### src/rtl/stack_host_if_if.sv
//------------------------------------------------------------------------------
// Module   : stack_host_if_if
// Brief    : Command/response and stack-device pin bundle for stack_host_if.
// Revision : 1.0
//------------------------------------------------------------------------------
`default_nettype none

interface stack_host_if_if;
    logic       cmd_valid;
    logic       cmd_ready;
    logic       cmd_op;
    logic [7:0] cmd_data;
    logic       rsp_valid;
    logic [7:0] rsp_data;
    logic [1:0] rsp_err;
    logic       stk_push;
    logic       stk_pop;
    logic [7:0] stk_bus_out;
    logic       stk_bus_oe;
    logic [7:0] stk_bus_in;
    logic       stk_done;
    logic       stk_empty;
    logic       stk_full;

    // Controller plus device side of the bundle.
    modport master (
        output cmd_valid, cmd_op, cmd_data, stk_bus_in, stk_done, stk_empty, stk_full,
        input  cmd_ready, rsp_valid, rsp_data, rsp_err,
        input  stk_push, stk_pop, stk_bus_out, stk_bus_oe
    );

    // Host initiator side.
    modport slave (
        input  cmd_valid, cmd_op, cmd_data, stk_bus_in, stk_done, stk_empty, stk_full,
        output cmd_ready, rsp_valid, rsp_data, rsp_err,
        output stk_push, stk_pop, stk_bus_out, stk_bus_oe
    );
endinterface

`default_nettype wire

### src/rtl/stack_host_if.sv
//------------------------------------------------------------------------------
// Module   : stack_host_if
// Brief    : Host-side initiator that runs push/pop transactions on the stack device.
// Revision : 1.0
//------------------------------------------------------------------------------
`default_nettype none

module stack_host_if #(
    parameter int TIMEOUT        = 64,
    parameter int POP_SAMPLE_DLY = 1
) (
    input  wire logic     clk,
    input  wire logic     rst,
    stack_host_if_if.slave io
);

    localparam int          CNT_W     = $clog2(TIMEOUT + 1);
    localparam logic [CNT_W-1:0] CNT_MAX = CNT_W'(TIMEOUT);
    localparam logic [2:0]  DLY_MAX   = 3'(POP_SAMPLE_DLY);
    localparam logic [1:0]  ERR_OK    = 2'b00;
    localparam logic [1:0]  ERR_FULL  = 2'b01;
    localparam logic [1:0]  ERR_EMPTY = 2'b10;
    localparam logic [1:0]  ERR_TMO   = 2'b11;

    typedef enum logic [2:0] {
        S_IDLE       = 3'd0,
        S_PUSH_SETUP = 3'd1,
        S_REQ        = 3'd2,
        S_ACK_WAIT   = 3'd3,
        S_DONE_WAIT  = 3'd4,
        S_SAMPLE     = 3'd5,
        S_RESP       = 3'd6
    } state_t;

    state_t           state_q;
    logic             op_q;
    logic [CNT_W-1:0] cnt_q;
    logic [2:0]       dly_q;
    logic             cmd_ready_q;
    logic             rsp_valid_q;
    logic [7:0]       rsp_data_q;
    logic [1:0]       rsp_err_q;
    logic             push_q;
    logic             pop_q;
    logic             oe_q;
    logic [7:0]       bus_out_q;

    always_ff @(posedge clk or posedge rst) begin
        if (rst) begin
            state_q     <= S_IDLE;
            op_q        <= 1'b0;
            cnt_q       <= '0;
            dly_q       <= 3'd0;
            cmd_ready_q <= 1'b1;
            rsp_valid_q <= 1'b0;
            rsp_data_q  <= 8'h00;
            rsp_err_q   <= ERR_OK;
            push_q      <= 1'b0;
            pop_q       <= 1'b0;
            oe_q        <= 1'b0;
            bus_out_q   <= 8'h00;
        end else begin
            rsp_valid_q <= 1'b0;
            case (state_q)
                S_IDLE: begin
                    if (io.cmd_valid) begin
                        cmd_ready_q <= 1'b0;
                        op_q        <= io.cmd_op;
                        // Device flags only matter at the moment of acceptance.
                        if (!io.cmd_op && io.stk_full) begin
                            state_q     <= S_RESP;
                            rsp_valid_q <= 1'b1;
                            rsp_err_q   <= ERR_FULL;
                            rsp_data_q  <= 8'h00;
                        end else if (io.cmd_op && io.stk_empty) begin
                            state_q     <= S_RESP;
                            rsp_valid_q <= 1'b1;
                            rsp_err_q   <= ERR_EMPTY;
                            rsp_data_q  <= 8'h00;
                        end else if (!io.cmd_op) begin
                            bus_out_q <= io.cmd_data;
                            oe_q      <= 1'b1;
                            state_q   <= S_PUSH_SETUP;
                        end else begin
                            pop_q   <= 1'b1;
                            state_q <= S_REQ;
                        end
                    end
                end
                S_PUSH_SETUP: begin
                    push_q  <= 1'b1;
                    state_q <= S_REQ;
                end
                S_REQ: begin
                    cnt_q   <= '0;
                    state_q <= S_ACK_WAIT;
                end
                S_ACK_WAIT: begin
                    if (!io.stk_done) begin
                        push_q  <= 1'b0;
                        pop_q   <= 1'b0;
                        cnt_q   <= '0;
                        state_q <= S_DONE_WAIT;
                    end else if (cnt_q == CNT_MAX) begin
                        push_q      <= 1'b0;
                        pop_q       <= 1'b0;
                        oe_q        <= 1'b0;
                        rsp_valid_q <= 1'b1;
                        rsp_err_q   <= ERR_TMO;
                        rsp_data_q  <= 8'h00;
                        state_q     <= S_RESP;
                    end else begin
                        cnt_q <= cnt_q + CNT_W'(1);
                    end
                end
                S_DONE_WAIT: begin
                    if (io.stk_done) begin
                        if (!op_q) begin
                            oe_q        <= 1'b0;
                            rsp_valid_q <= 1'b1;
                            rsp_err_q   <= ERR_OK;
                            rsp_data_q  <= 8'h00;
                            state_q     <= S_RESP;
                        end else begin
                            dly_q   <= 3'd0;
                            state_q <= S_SAMPLE;
                        end
                    end else if (cnt_q == CNT_MAX) begin
                        oe_q        <= 1'b0;
                        rsp_valid_q <= 1'b1;
                        rsp_err_q   <= ERR_TMO;
                        rsp_data_q  <= 8'h00;
                        state_q     <= S_RESP;
                    end else begin
                        cnt_q <= cnt_q + CNT_W'(1);
                    end
                end
                S_SAMPLE: begin
                    // Gives the device's bus driver time to settle after done.
                    if (dly_q == DLY_MAX) begin
                        rsp_data_q  <= io.stk_bus_in;
                        rsp_err_q   <= ERR_OK;
                        rsp_valid_q <= 1'b1;
                        state_q     <= S_RESP;
                    end else begin
                        dly_q <= dly_q + 3'd1;
                    end
                end
                S_RESP: begin
                    cmd_ready_q <= 1'b1;
                    state_q     <= S_IDLE;
                end
                default: begin
                    push_q      <= 1'b0;
                    pop_q       <= 1'b0;
                    oe_q        <= 1'b0;
                    cmd_ready_q <= 1'b1;
                    state_q     <= S_IDLE;
                end
            endcase
        end
    end

    assign io.cmd_ready   = cmd_ready_q;
    assign io.rsp_valid   = rsp_valid_q;
    assign io.rsp_data    = rsp_data_q;
    assign io.rsp_err     = rsp_err_q;
    assign io.stk_push    = push_q;
    assign io.stk_pop     = pop_q;
    assign io.stk_bus_oe  = oe_q;
    assign io.stk_bus_out = bus_out_q;

endmodule

`default_nettype wire

### src/flat_wrapper.sv
// flat-port wrapper written by rule: the top's interface ports become plain ports
module stack_host_if_flat 
#(
    parameter int TIMEOUT        = 64,
    parameter int POP_SAMPLE_DLY = 1
)
  (clk, rst, io_cmd_valid, io_cmd_op, io_cmd_data, io_stk_bus_in, io_stk_done, io_stk_empty, io_stk_full, io_cmd_ready, io_rsp_valid, io_rsp_data, io_rsp_err, io_stk_push, io_stk_pop, io_stk_bus_out, io_stk_bus_oe);
  stack_host_if_if io_i ();
  input  wire logic clk;
  input  wire logic rst;
  input wire logic [$bits(io_i.cmd_valid)-1:0] io_cmd_valid;
  input wire logic [$bits(io_i.cmd_op)-1:0] io_cmd_op;
  input wire logic [$bits(io_i.cmd_data)-1:0] io_cmd_data;
  input wire logic [$bits(io_i.stk_bus_in)-1:0] io_stk_bus_in;
  input wire logic [$bits(io_i.stk_done)-1:0] io_stk_done;
  input wire logic [$bits(io_i.stk_empty)-1:0] io_stk_empty;
  input wire logic [$bits(io_i.stk_full)-1:0] io_stk_full;
  output wire logic [$bits(io_i.cmd_ready)-1:0] io_cmd_ready;
  output wire logic [$bits(io_i.rsp_valid)-1:0] io_rsp_valid;
  output wire logic [$bits(io_i.rsp_data)-1:0] io_rsp_data;
  output wire logic [$bits(io_i.rsp_err)-1:0] io_rsp_err;
  output wire logic [$bits(io_i.stk_push)-1:0] io_stk_push;
  output wire logic [$bits(io_i.stk_pop)-1:0] io_stk_pop;
  output wire logic [$bits(io_i.stk_bus_out)-1:0] io_stk_bus_out;
  output wire logic [$bits(io_i.stk_bus_oe)-1:0] io_stk_bus_oe;
  assign io_i.cmd_valid = io_cmd_valid;
  assign io_i.cmd_op = io_cmd_op;
  assign io_i.cmd_data = io_cmd_data;
  assign io_i.stk_bus_in = io_stk_bus_in;
  assign io_i.stk_done = io_stk_done;
  assign io_i.stk_empty = io_stk_empty;
  assign io_i.stk_full = io_stk_full;
  assign io_cmd_ready = io_i.cmd_ready;
  assign io_rsp_valid = io_i.rsp_valid;
  assign io_rsp_data = io_i.rsp_data;
  assign io_rsp_err = io_i.rsp_err;
  assign io_stk_push = io_i.stk_push;
  assign io_stk_pop = io_i.stk_pop;
  assign io_stk_bus_out = io_i.stk_bus_out;
  assign io_stk_bus_oe = io_i.stk_bus_oe;
  stack_host_if #(.TIMEOUT(TIMEOUT), .POP_SAMPLE_DLY(POP_SAMPLE_DLY)) u_core (.clk(clk), .rst(rst), .io(io_i));
endmodule
### config.mk
export PLATFORM = sky130hd
export DESIGN_NAME = stack_host_if_flat
export DESIGN_NICKNAME = d
export VERILOG_FILES = /design/src/rtl/stack_host_if_if.sv /design/src/rtl/stack_host_if.sv /design/src/flat_wrapper.sv
export SDC_FILE = /design/constraint.sdc
export NUM_CORES = 1
export LEC_CHECK = 0
export ABC_AREA = 1
export CAP_MARGIN = 20
export CORE_ASPECT_RATIO = 0.75
export CORE_MARGIN = 4
export CORE_UTILIZATION = 35
export CTS_BUF_LIST = sky130_fd_sc_hd__clkbuf_4
export CTS_CLUSTER_DIAMETER = 50
export DETAILED_ROUTE_END_ITERATION = 8
export PLACE_DENSITY_LB_ADDON = 0.2
export SLEW_MARGIN = 10
export SYNTH_ARGS = -nofsm -noshare
export SYNTH_HDL_FRONTEND = slang
export SYNTH_SLANG_ARGS = --single-unit
export TNS_END_PERCENT = 1
### constraint.sdc
create_clock -name clk -period 4.3 [get_ports clk]
set_clock_uncertainty 0.1 [all_clocks]
set_input_delay 0.86 -clock clk [delete_from_list [all_inputs] [get_ports clk]]
set_output_delay 0.86 -clock clk [all_outputs]
set_load 0.05 [all_outputs]
Word level (Yosys, flattened, before mapping)

Cells that the tools add are included.

Flip-flop bits (word level): 37
Bits in latches: 0
Bits in writable memories: 0
Bits in read-only memories: 0
Bits of input ports: 23
Output and inout bits: 23
Logic and storage cells: 128
Memories: 0

Add/sub/neg operators: 2
Multipliers: 0
Divide/modulo/power cells: 0
$lt $le $gt $ge: 0
Eq/ne operators: 22
Shifts and indexed selects: 0
Multiplexer cells: 64
Bitwise operators: 7
Reductions and logical operators: 21

Operators by type and width:

| operator            | count |
|---|---|
| $mux 8              | 8 |
| $pmux 8 s4          | 1 |
| $mux 3              | 10 |
| $mux 1              | 23 |
| $mux 7              | 3 |
| $pmux 7 s3          | 1 |
| $mux 2              | 10 |
| $ne 2x2->1 const B  | 9 |
| $pmux 3 s6          | 1 |
| $reduce_or 5->1     | 3 |
| $reduce_and 6->1    | 2 |
| $reduce_and 2->1    | 5 |
| $eq 3x3->1 const B  | 3 |
| $pmux 1 s4          | 2 |
| $pmux 2 s4          | 1 |
| $add 7x1->7 const B | 1 |
| $eq 7x7->1 const B  | 1 |
| $not 1->1           | 7 |
| $reduce_and 7->1    | 1 |
| $eq 3x1->1 const B  | 2 |
| $eq 3x2->1 const B  | 2 |
| $pmux 1 s3          | 2 |
| $pmux 3 s2          | 1 |
| $reduce_and 5->1    | 1 |
| 14 further kinds    | 16 |

Longest topological paths before layout

Depth after elaboration: 5
Gate-level depth with buffers: 11
Depth with buffers taken out: 10

Worst setup path before layout

OpenSTA, ideal clock, no wires.

Path type: input port to flip-flop
From: input port io_stk_full
To: register u_core.rsp_data_q[0] (netlist: u_core.io.rsp_data[0])
Setup time: 0.066 ns
Arrival time: 1.694 ns
Required time: 4.134 ns
Path slack: 2.440 ns
Stages on the path: 10
Cell sequence: nor2_1 inv_1 nand2_1 nand2_1 nand2_1 inv_1 nand2_2 buf_6 nand2_1 nand2_1

Word-level cells in the longest chain between the ends: 4
Elaborated cells on any way between the ends: 6
Classes of those cells: eq/ne (1); mux (3); reduce/logical (2)

Ends and longest elaborated chain:

| item                   | line                 | RTL |
|---|---|---|
| start: declaration     | flat_wrapper.sv:17   | `input wire logic [$bits(io_i.stk_full)-1:0] io_stk_full;` |
| $logic_and 1x1->1 *    | stack_host_if.sv:70  | `if (!io.cmd_op && io.stk_full) begin` |
| $mux 8                 | stack_host_if.sv:70  |  |
| $mux 8                 | stack_host_if.sv:66  | `if (io.cmd_valid) begin` |
| $pmux 8 s4             | stack_host_if.sv:64  | `case (state_q)` |
| end signal: assignment | stack_host_if.sv:141 | `rsp_data_q <= io.stk_bus_in;` |
| end: declaration       | stack_host_if.sv:41  | `logic [7:0] rsp_data_q;` |

Every way passes the cells marked *; elsewhere a longest branch is shown, timed or not. The select of a mux whose other input is x is not followed.
A chain may end at the register's enable or synchronous reset.

Worst setup path after layout

From: register u_core.cmd_ready_q (netlist: u_core.io.cmd_ready)
To: output port io_cmd_ready

RTL lines:

| item                     | line                 | RTL |
|---|---|---|
| start: declaration       | stack_host_if.sv:39  | `logic cmd_ready_q;` |
| start signal: assignment | stack_host_if.sv:54  | `cmd_ready_q <= 1'b1;` |
| start signal: assignment | stack_host_if.sv:67  | `cmd_ready_q <= 1'b0;` |
| start signal: assignment | stack_host_if.sv:150 | `cmd_ready_q <= 1'b1;` |
| end: declaration         | flat_wrapper.sv:18   | `output wire logic [$bits(io_i.cmd_ready)-1:0] io_cmd_ready;` |

No word-level cell between the ends.

==> key figures <==
Outcome
  – Run status: completed

Setup path
  – Buffering stage count on the worst path with inverters included: 1
  – Sequence of cells on the critical path: clkdlybuf4s50_1
  – Peak fanout along the critical path: 2
  – Biggest cell delay along the critical path: 0.79 ns
  – Cell family contributing the most delay on the critical path: buffers and inverters
  – Worst EP arrival: 1.70 ns
  – Cell with the biggest individual delay on the critical path: sky130_fd_sc_hd__clkdlybuf4s50_1
  – Type of the worst setup path: flop to output port
  – Startpoint Class: flop
  – Data required time of the critical path: 3.34 ns
  – Nature of the critical path endpoint: output port

Drt
  – Number of DRC violations after detailed routing: 0
  – Number of antenna-violating nets in the routed design: 0
  – Number of violations reported at the end of detailed-routing iteration 0: 74
  – Detailed Routing Iterations Pass 1: 4
  – Average detailed-routed wire length per instance: 11.7 um
  – Vias per Instance: 4.67
  – DR vias: 1934
  – Total length of routed wires: 4.83 mm

Logic synthesis
  – Nets in the synthesized netlist: 317
  – Most common cell in the netlist: sky130_fd_sc_hd__nand2_1
  – Ranking of synthesized cells by instance count: sky130_fd_sc_hd__nand2_1, sky130_fd_sc_hd__inv_1, sky130_fd_sc_hd__dfrtp_1
  – Number of enable-type register cells in the synthesized netlist: 0
  – Post-Synthesis Mean Instance Area: 7.31 sq um
  – Warnings from Yosys: 0
  – Register area share after synthesis: 43.7%
  – Largest cells by area after synthesis: sky130_fd_sc_hd__dfrtp_1, sky130_fd_sc_hd__nand2_1, sky130_fd_sc_hd__nand3_1
  – Cell accounting for the most synthesized area: sky130_fd_sc_hd__dfrtp_1
  – Fraction of registers with async set or reset after synthesis: 100%
  – Synth unique cells: 27
  – Ys flop type: sky130_fd_sc_hd__dfrtp_1
  – Yosys top cell area share: 42.5%
  – Netlist area before placement: 0.00212 sq mm
  – Post-synthesis cell count: 290
  – Number of storage elements in the synthesis netlist: 37

Clock tree
  – Total clock buffers created by CTS: 5
  – Clock latency on the worst-skew pair: 0.36 ns
  – Post-CTS setup buffer count: 0
  – CTS tree: yes
  – Deepest clock path buffer count: 2
  – Total of cells resized after clock tree synthesis: 0
  – CTS H-tree depth: 2
  – Quantity of hold-fixing buffers added after cts: 0
  – Clk sink count: 37
  – Clock-pin slew reported for the worst setup and hold paths after clock tree synthesis: 0.12 ns
  – Library cell used as clock root buffer: sky130_fd_sc_hd__clkbuf_4

Min path
  – Hold Crit Class: flop to flop

Floorplan
  – Starting density of the core: 36.2%
  – DIE HEIGHT: 75.4 um
  – Die Outline Area: 0.00738 sq mm
  – Total core area: 0.00586 sq mm
  – Num ports: 46
  – X dimension of the die: 97.9 um
  – Number of placement rows: 24

Layout
  – Area used by multi-input combinational logic: 975 sq um
  – Synthesis-to-layout area growth: 26.0%
  – Fraction of final layout cells sized beyond drive strength 1: 7.14%
  – Number of antenna cells inserted: 0
  – Number of standard cells in the layout, taps in and fillers out: 414
  – Fill count: 610
  – Layout Nets: 362
  – Sequential standard cell area: 927 sq um

Power
  – Leakage power total: 0.00142 uW
  – Maximum vdd ir drop: 0.282 mV
  – Ratio of total power to cell area: 694 mW/mm^2
  – Total power after layout: 1850 uW

GRT
  – Maximum number of pins on one net before global-route repair: 38
  – All-Layer GR Usage: 13.9%
  – Vias in the first global route: 1773
  – First-pass GRT wire length: 8.28 mm
  – Antenna violations before repair: 0
  – Global route total overflow: 0

Timing
  – Share of the clock period used by the worst path: 61.8%
  – Worst hold margin: 0.398 ns
  – Worst max-slew margin expressed relative to the limit: 52.0%
  – RSZ-0062 raised after global routing: false
  – Maximum clock rate: 376 MHz
  – Shortest period the worst path allows: 2.66 ns
  – Slew at the pin with the worst max-slew slack: 0.718 ns
  – Finish-stage setup viols: 0
  – Final Hold Viols: 0
  – Setup TNS after final layout: 0 ns
  – Slew Viols, Final: 0

Place
  – Final estimated routing congestion in global placement: 0.873
  – HPWL Detailed: 3.58 mm
  – Count of input and output buffers: 45
  – Instance count after placement with tap cells included: 406

Job
  – Number of max-capacitance violations reported: 0
worst reg2reg max path, stage by stage (launching register included):
cell                      delay (ns)
sky130_fd_sc_hd__dfrtp_1        0.43
sky130_fd_sc_hd__inv_1          0.09
sky130_fd_sc_hd__ha_1           0.16
sky130_fd_sc_hd__nand2_1        0.05
sky130_fd_sc_hd__inv_1          0.05
sky130_fd_sc_hd__nand3_1        0.49
sky130_fd_sc_hd__nand2_1        0.36
sky130_fd_sc_hd__nand3_1        0.10
sky130_fd_sc_hd__nand2_1        0.07
sky130_fd_sc_hd__o21ai_0        0.08
layout make-up:
cell class | instances | area share, %
Sequential cell | 37 | 34.7
Inverter | 41 | 5.95
Multi-Input combinational cell | 204 | 36.5
Timing Repair Buffer | 46 | 17.1
Tap cell | 78 | 3.65
Clock inverter | 3 | 0.656
Clock buffer | 5 | 1.41
power by group:
group	leakage, uW	total, uW	internal [uW]	switching (uW)
clock network	0.0000326	187	61.9	125
registers	0.000484	586	471	115
logic	0.000907	1080	353	728
through the flow:
stage	worst slack [ns]	util (%)	area (sq um)
2_1_floorplan	2.44	-	2120
3_3_place_gp	1.76	44.7	2620
3_5_place_dp	1.79	44.7	2620
4_1_cts	1.64	45.6	2670
5_1_grt	1.62	45.6	2670
6_report	1.64	45.6	2670
layout by cell type, fill, tap and decap left out:
| cell | Yosys | routed |
|---|---|---|
| sky130_fd_sc_hd__a21boi_1 | 1 | 1 |
| sky130_fd_sc_hd__a21oi_1 | 2 | 2 |
| sky130_fd_sc_hd__a21oi_2 | 1 | 1 |
| sky130_fd_sc_hd__buf_4 | 3 | 1 |
| sky130_fd_sc_hd__clkbuf_4 | 0 | 5 |
| sky130_fd_sc_hd__clkdlybuf4s50_1 | 0 | 45 |
| sky130_fd_sc_hd__clkinv_1 | 0 | 1 |
| sky130_fd_sc_hd__clkinv_2 | 0 | 1 |
| sky130_fd_sc_hd__clkinv_4 | 0 | 1 |
| sky130_fd_sc_hd__dfrtp_1 | 36 | 36 |
| sky130_fd_sc_hd__dfstp_2 | 1 | 1 |
| sky130_fd_sc_hd__ha_1 | 4 | 4 |
| sky130_fd_sc_hd__inv_1 | 38 | 38 |
| sky130_fd_sc_hd__inv_2 | 1 | 1 |
| sky130_fd_sc_hd__inv_4 | 2 | 2 |
| sky130_fd_sc_hd__nand2_1 | 113 | 113 |
| sky130_fd_sc_hd__nand2_2 | 4 | 4 |
| sky130_fd_sc_hd__nand2_4 | 1 | 1 |
| sky130_fd_sc_hd__nand3_1 | 29 | 29 |
| sky130_fd_sc_hd__nand3_4 | 1 | 1 |
| sky130_fd_sc_hd__nand3b_1 | 1 | 1 |
| sky130_fd_sc_hd__nand4_1 | 4 | 4 |
| sky130_fd_sc_hd__nor2_1 | 12 | 12 |
| sky130_fd_sc_hd__nor2_2 | 3 | 3 |
| sky130_fd_sc_hd__nor2_4 | 1 | 1 |
| sky130_fd_sc_hd__nor2_8 | 1 | 1 |
| sky130_fd_sc_hd__o211ai_1 | 1 | 1 |
| sky130_fd_sc_hd__o21ai_0 | 21 | 21 |
| sky130_fd_sc_hd__xnor2_1 | 2 | 2 |
| sky130_fd_sc_hd__xor2_1 | 2 | 2 |
cell families after synthesis:
logic type | Yosys count | synth area share [%]
AO/OA/AOI/OAI | 26 | 6.55
buffers and inverters | 49 | 10.3
AND/OR/NAND/NOR | 170 | 35.4
XOR/XNOR | 4 | 1.65
adder cells (fa/ha/maj) | 4 | 2.36
flip-flops | 37 | 43.7
path summary, 6_finish.rpt:
kind                                                      start  slack (ns)                              end  depth (start not counted)
max in group asynchronous                                   rst        2.95  u_core.io.cmd_ready$_DFFE_PP1P_                          3
worst min-delay path              u_core.io.stk_pop$_DFFE_PP0P_        0.40    u_core.io.stk_pop$_DFFE_PP0P_                          2
worst max register to register      u_core.cnt_q[0]$_DFFE_PP0P_        2.22   u_core.io.stk_push$_DFFE_PP0P_                          9
worst min register to register    u_core.io.stk_pop$_DFFE_PP0P_        0.40    u_core.io.stk_pop$_DFFE_PP0P_                          2
worst max-delay path            u_core.io.cmd_ready$_DFFE_PP1P_        1.64                     io_cmd_ready                          1
min in group asynchronous                                   rst        0.80      u_core.dly_q[1]$_DFFE_PP0P_                          3
metal layers:
layer	GRT usage, %	part of all wire [%]	vias up
li1	-	-	987
met1	19.9	51	877
met4	5.22	1.5	0
met5	0	0	-
met3	4.39	7.8	7
met2	19.8	40	63
sequential cells by signal, indices dropped and copies added, names as in the netlist, 2 cells and up:
name	cells
u_core.io.rsp_data	8
u_core.io.stk_bus_out	8
u_core.cnt_q	7
u_core.dly_q	3
u_core.state_q	3
u_core.io.rsp_err	2
Power figures use the tool's default switching activity.
==> patch (config.mk and constraints unchanged) <==
`TIMEOUT` is set to 64 in 2 places; all go to 256.
--- a/src/rtl/stack_host_if.sv
+++ b/src/rtl/stack_host_if.sv
@@ -6,7 +6,7 @@
 `default_nettype none
 
 module stack_host_if #(
-    parameter int TIMEOUT        = 64,
+    parameter int TIMEOUT        = 256,
     parameter int POP_SAMPLE_DLY = 1
 ) (
     input  wire logic     clk,
--- a/src/flat_wrapper.sv
+++ b/src/flat_wrapper.sv
@@ -1,7 +1,7 @@
 // flat-port wrapper written by rule: the top's interface ports become plain ports
 module stack_host_if_flat 
 #(
-    parameter int TIMEOUT        = 64,
+    parameter int TIMEOUT        = 256,
     parameter int POP_SAMPLE_DLY = 1
 )
   (clk, rst, io_cmd_valid, io_cmd_op, io_cmd_data, io_stk_bus_in, io_stk_done, io_stk_empty, io_stk_full, io_cmd_ready, io_rsp_valid, io_rsp_data, io_rsp_err, io_stk_push, io_stk_pop, io_stk_bus_out, io_stk_bus_oe);
Behaviour: no difference found for any inputs over 10 cycles, from zero or initial values and one cycle with rst high; that may be too few to reach the edited logic, so the function may still have changed.
==> patch against the original RTL <==
Power up 6.7%; die area increased by 4.1%; area after synthesis is 4.5% higher; sequential cell count is 2 higher; fmax rose by 0.42%; synthesized cell count grew 11%; routed wire length is 13% higher; non-clock buffer count unchanged; design area rose by 5.7%; combinational power increased by 5%; critical path depth stayed put; setup slack improved by 0.011 ns; critical endpoint unchanged; largest cell class unchanged; highest routed layer unchanged.
==> patch: results (changes against the original RTL) <==
Status - completed (unchanged)
Port buffer count - 45 (unchanged)
CP max stage delay - 0.79 ns (about the same)
Clock slew at reported path FFs - 0.12 ns (about the same)
Dpl ws - 1.836 ns (was 1.787 ns)
Worst Setup EP - io_cmd_ready (unchanged)
Reg area - 977.2 um^2 (was 927.1 um^2)
Layout Cells excl Fill - 451 (was 414)
Fillcell total - 594 (was 610)
Top cells by count, synth - nand2_1 (133), inv_1 (43), dfrtp_1 (38), nand3_1 (30), nor2_1 (23) (was nand2_1 (113), inv_1 (38), dfrtp_1 (36), nand3_1 (29), o21ai_0 (21))
Post-synthesis sequential area ratio - 44.07% (was 43.72%)
Layout Nets - 399 (was 362)
Worst r2r src - u_core.cnt_q[0] (unchanged)
Post-Place Cells - 443 (was 406)
Largest net degree at the start of global routing - 40 (was 38)
Placed Area - 0.002748 mm^2 (was 0.002616 mm^2)
Gr usage total - 15.04% (was 13.91%)
RR Endpoint - u_core.cnt_q[4] (was u_core.io.stk_push)
Static leakage - 0.001510 uW (was 0.001424 uW)
Routed len/inst - 12.04 um (was 11.66 um)
Post-synthesis compound-gate area fraction - 6.828% (was 6.549%)
Clock Latency Late Sink - 0.34 ns (was 0.36 ns)
Layout cells sized above 1 - 6.702% (was 7.143%)
XOR/XNOR Fraction of Synth Area - 0% (was 1.652%)
Met2 Track Usage GR - 20.04% (was 19.76%)
Initial DRT Pass Iterations - 4 (unchanged)
M1 GR Usage - 22.83% (was 19.86%)
Detailed placement HPWL - 3993 um (was 3579 um)
Syn_nets - 350 (was 317)
CTS H-tree depth - 2 (unchanged)
Flip-flop count of the largest register after layout - 9
Distinct cells, synth - 22 (was 27)
Number of global-route vias before repair - 1,963 (was 1,773)
Fin crit share - 61.52% (was 61.78%)
Slew margin rel. - 57.94% (was 52.03%)
Peak VDD IR - 0.0003823 V (was 0.0002823 V)
First-pass GRT wire length - 9363 um (was 8280 um)
Ranking of synthesized cells by area - dfrtp_1 (43%), nand2_1 (23%), inv_1 (7.3%), nand3_1 (6.8%), o21ai_0 (5.0%) (was dfrtp_1 (42%), nand2_1 (20%), nand3_1 (6.8%), inv_1 (6.7%), o21ai_0 (5.0%))
Critical path origin - u_core.io.cmd_ready (unchanged)
Final GP Congestion - 0.8766 (was 0.8729)
Number of DRC markers in iteration 0 - 255 (was 74)
Max Fanout on Critical Path - 2 (unchanged)
Routed via count - 2,098 (was 1,934)
Reg with most FFs - u_core.cnt_q
R2R setup slack - 2.25 ns (was 2.22 ns)
CTS Buffer Depth - 2 (unchanged)
Adder-cell share of the synthesized area - 2.257% (was 2.360%)
Grt met3 use - 5.530% (was 4.392%)
Post-cts resize count - 0 (unchanged)
Initial antenna violation count - 0 (unchanged)
Crit-path leading delay family - buffers and inverters (unchanged)
Syn Area/Cell - 6.864 um^2 (was 7.313 um^2)
[patch: worst min-delay path by stage]
stage                             from                 end  slack (ns)  cells past startpoint
global placement    u_core.io.stk_push  u_core.io.stk_push        0.36                      2
CTS                 u_core.io.stk_push  u_core.io.stk_push        0.39                      2
finish               u_core.io.stk_pop   u_core.io.stk_pop        0.38                      2
global route         u_core.io.stk_pop   u_core.io.stk_pop        0.41                      2
floorplan                  u_core.op_q         u_core.op_q        0.35                      2
detailed placement  u_core.io.stk_push  u_core.io.stk_push        0.36                      2
[patch: layer usage]
metal / part of all wire (%) / wire [um] / up-vias
li1: - / - / 1096
met4: 0.35 / 19 / 0
met1: 52 / 2799 / 923
met2: 37 / 2006 / 77
met3: 11 / 606 / 2
met5: 0 / 0 / -
[patch: area by class of cell]
class	count	share of cell area, %
clock inverter	3	1.374
inverter	46	6.114
sequential	39	34.60
clock buffer	5	1.329
multi-input combinational	234	36.91
tap	78	3.456
timing repair buffer	46	16.22
[patch: kinds of logic (layout without fill, tap and decap cells)]
logic type	Yosys count	count (layout)
AND/OR/NAND/NOR	201	201
buffers and inverters	50	100
AO/OA/AOI/OAI	29	29
adder cells (fa/ha/maj)	4	4
flip-flops	39	39
[patch: power by group]
group          total [uW]  internal [uW]  switching [uW]
clock                 245            120             125
combinational        1130            354             773
sequential            607            496             111
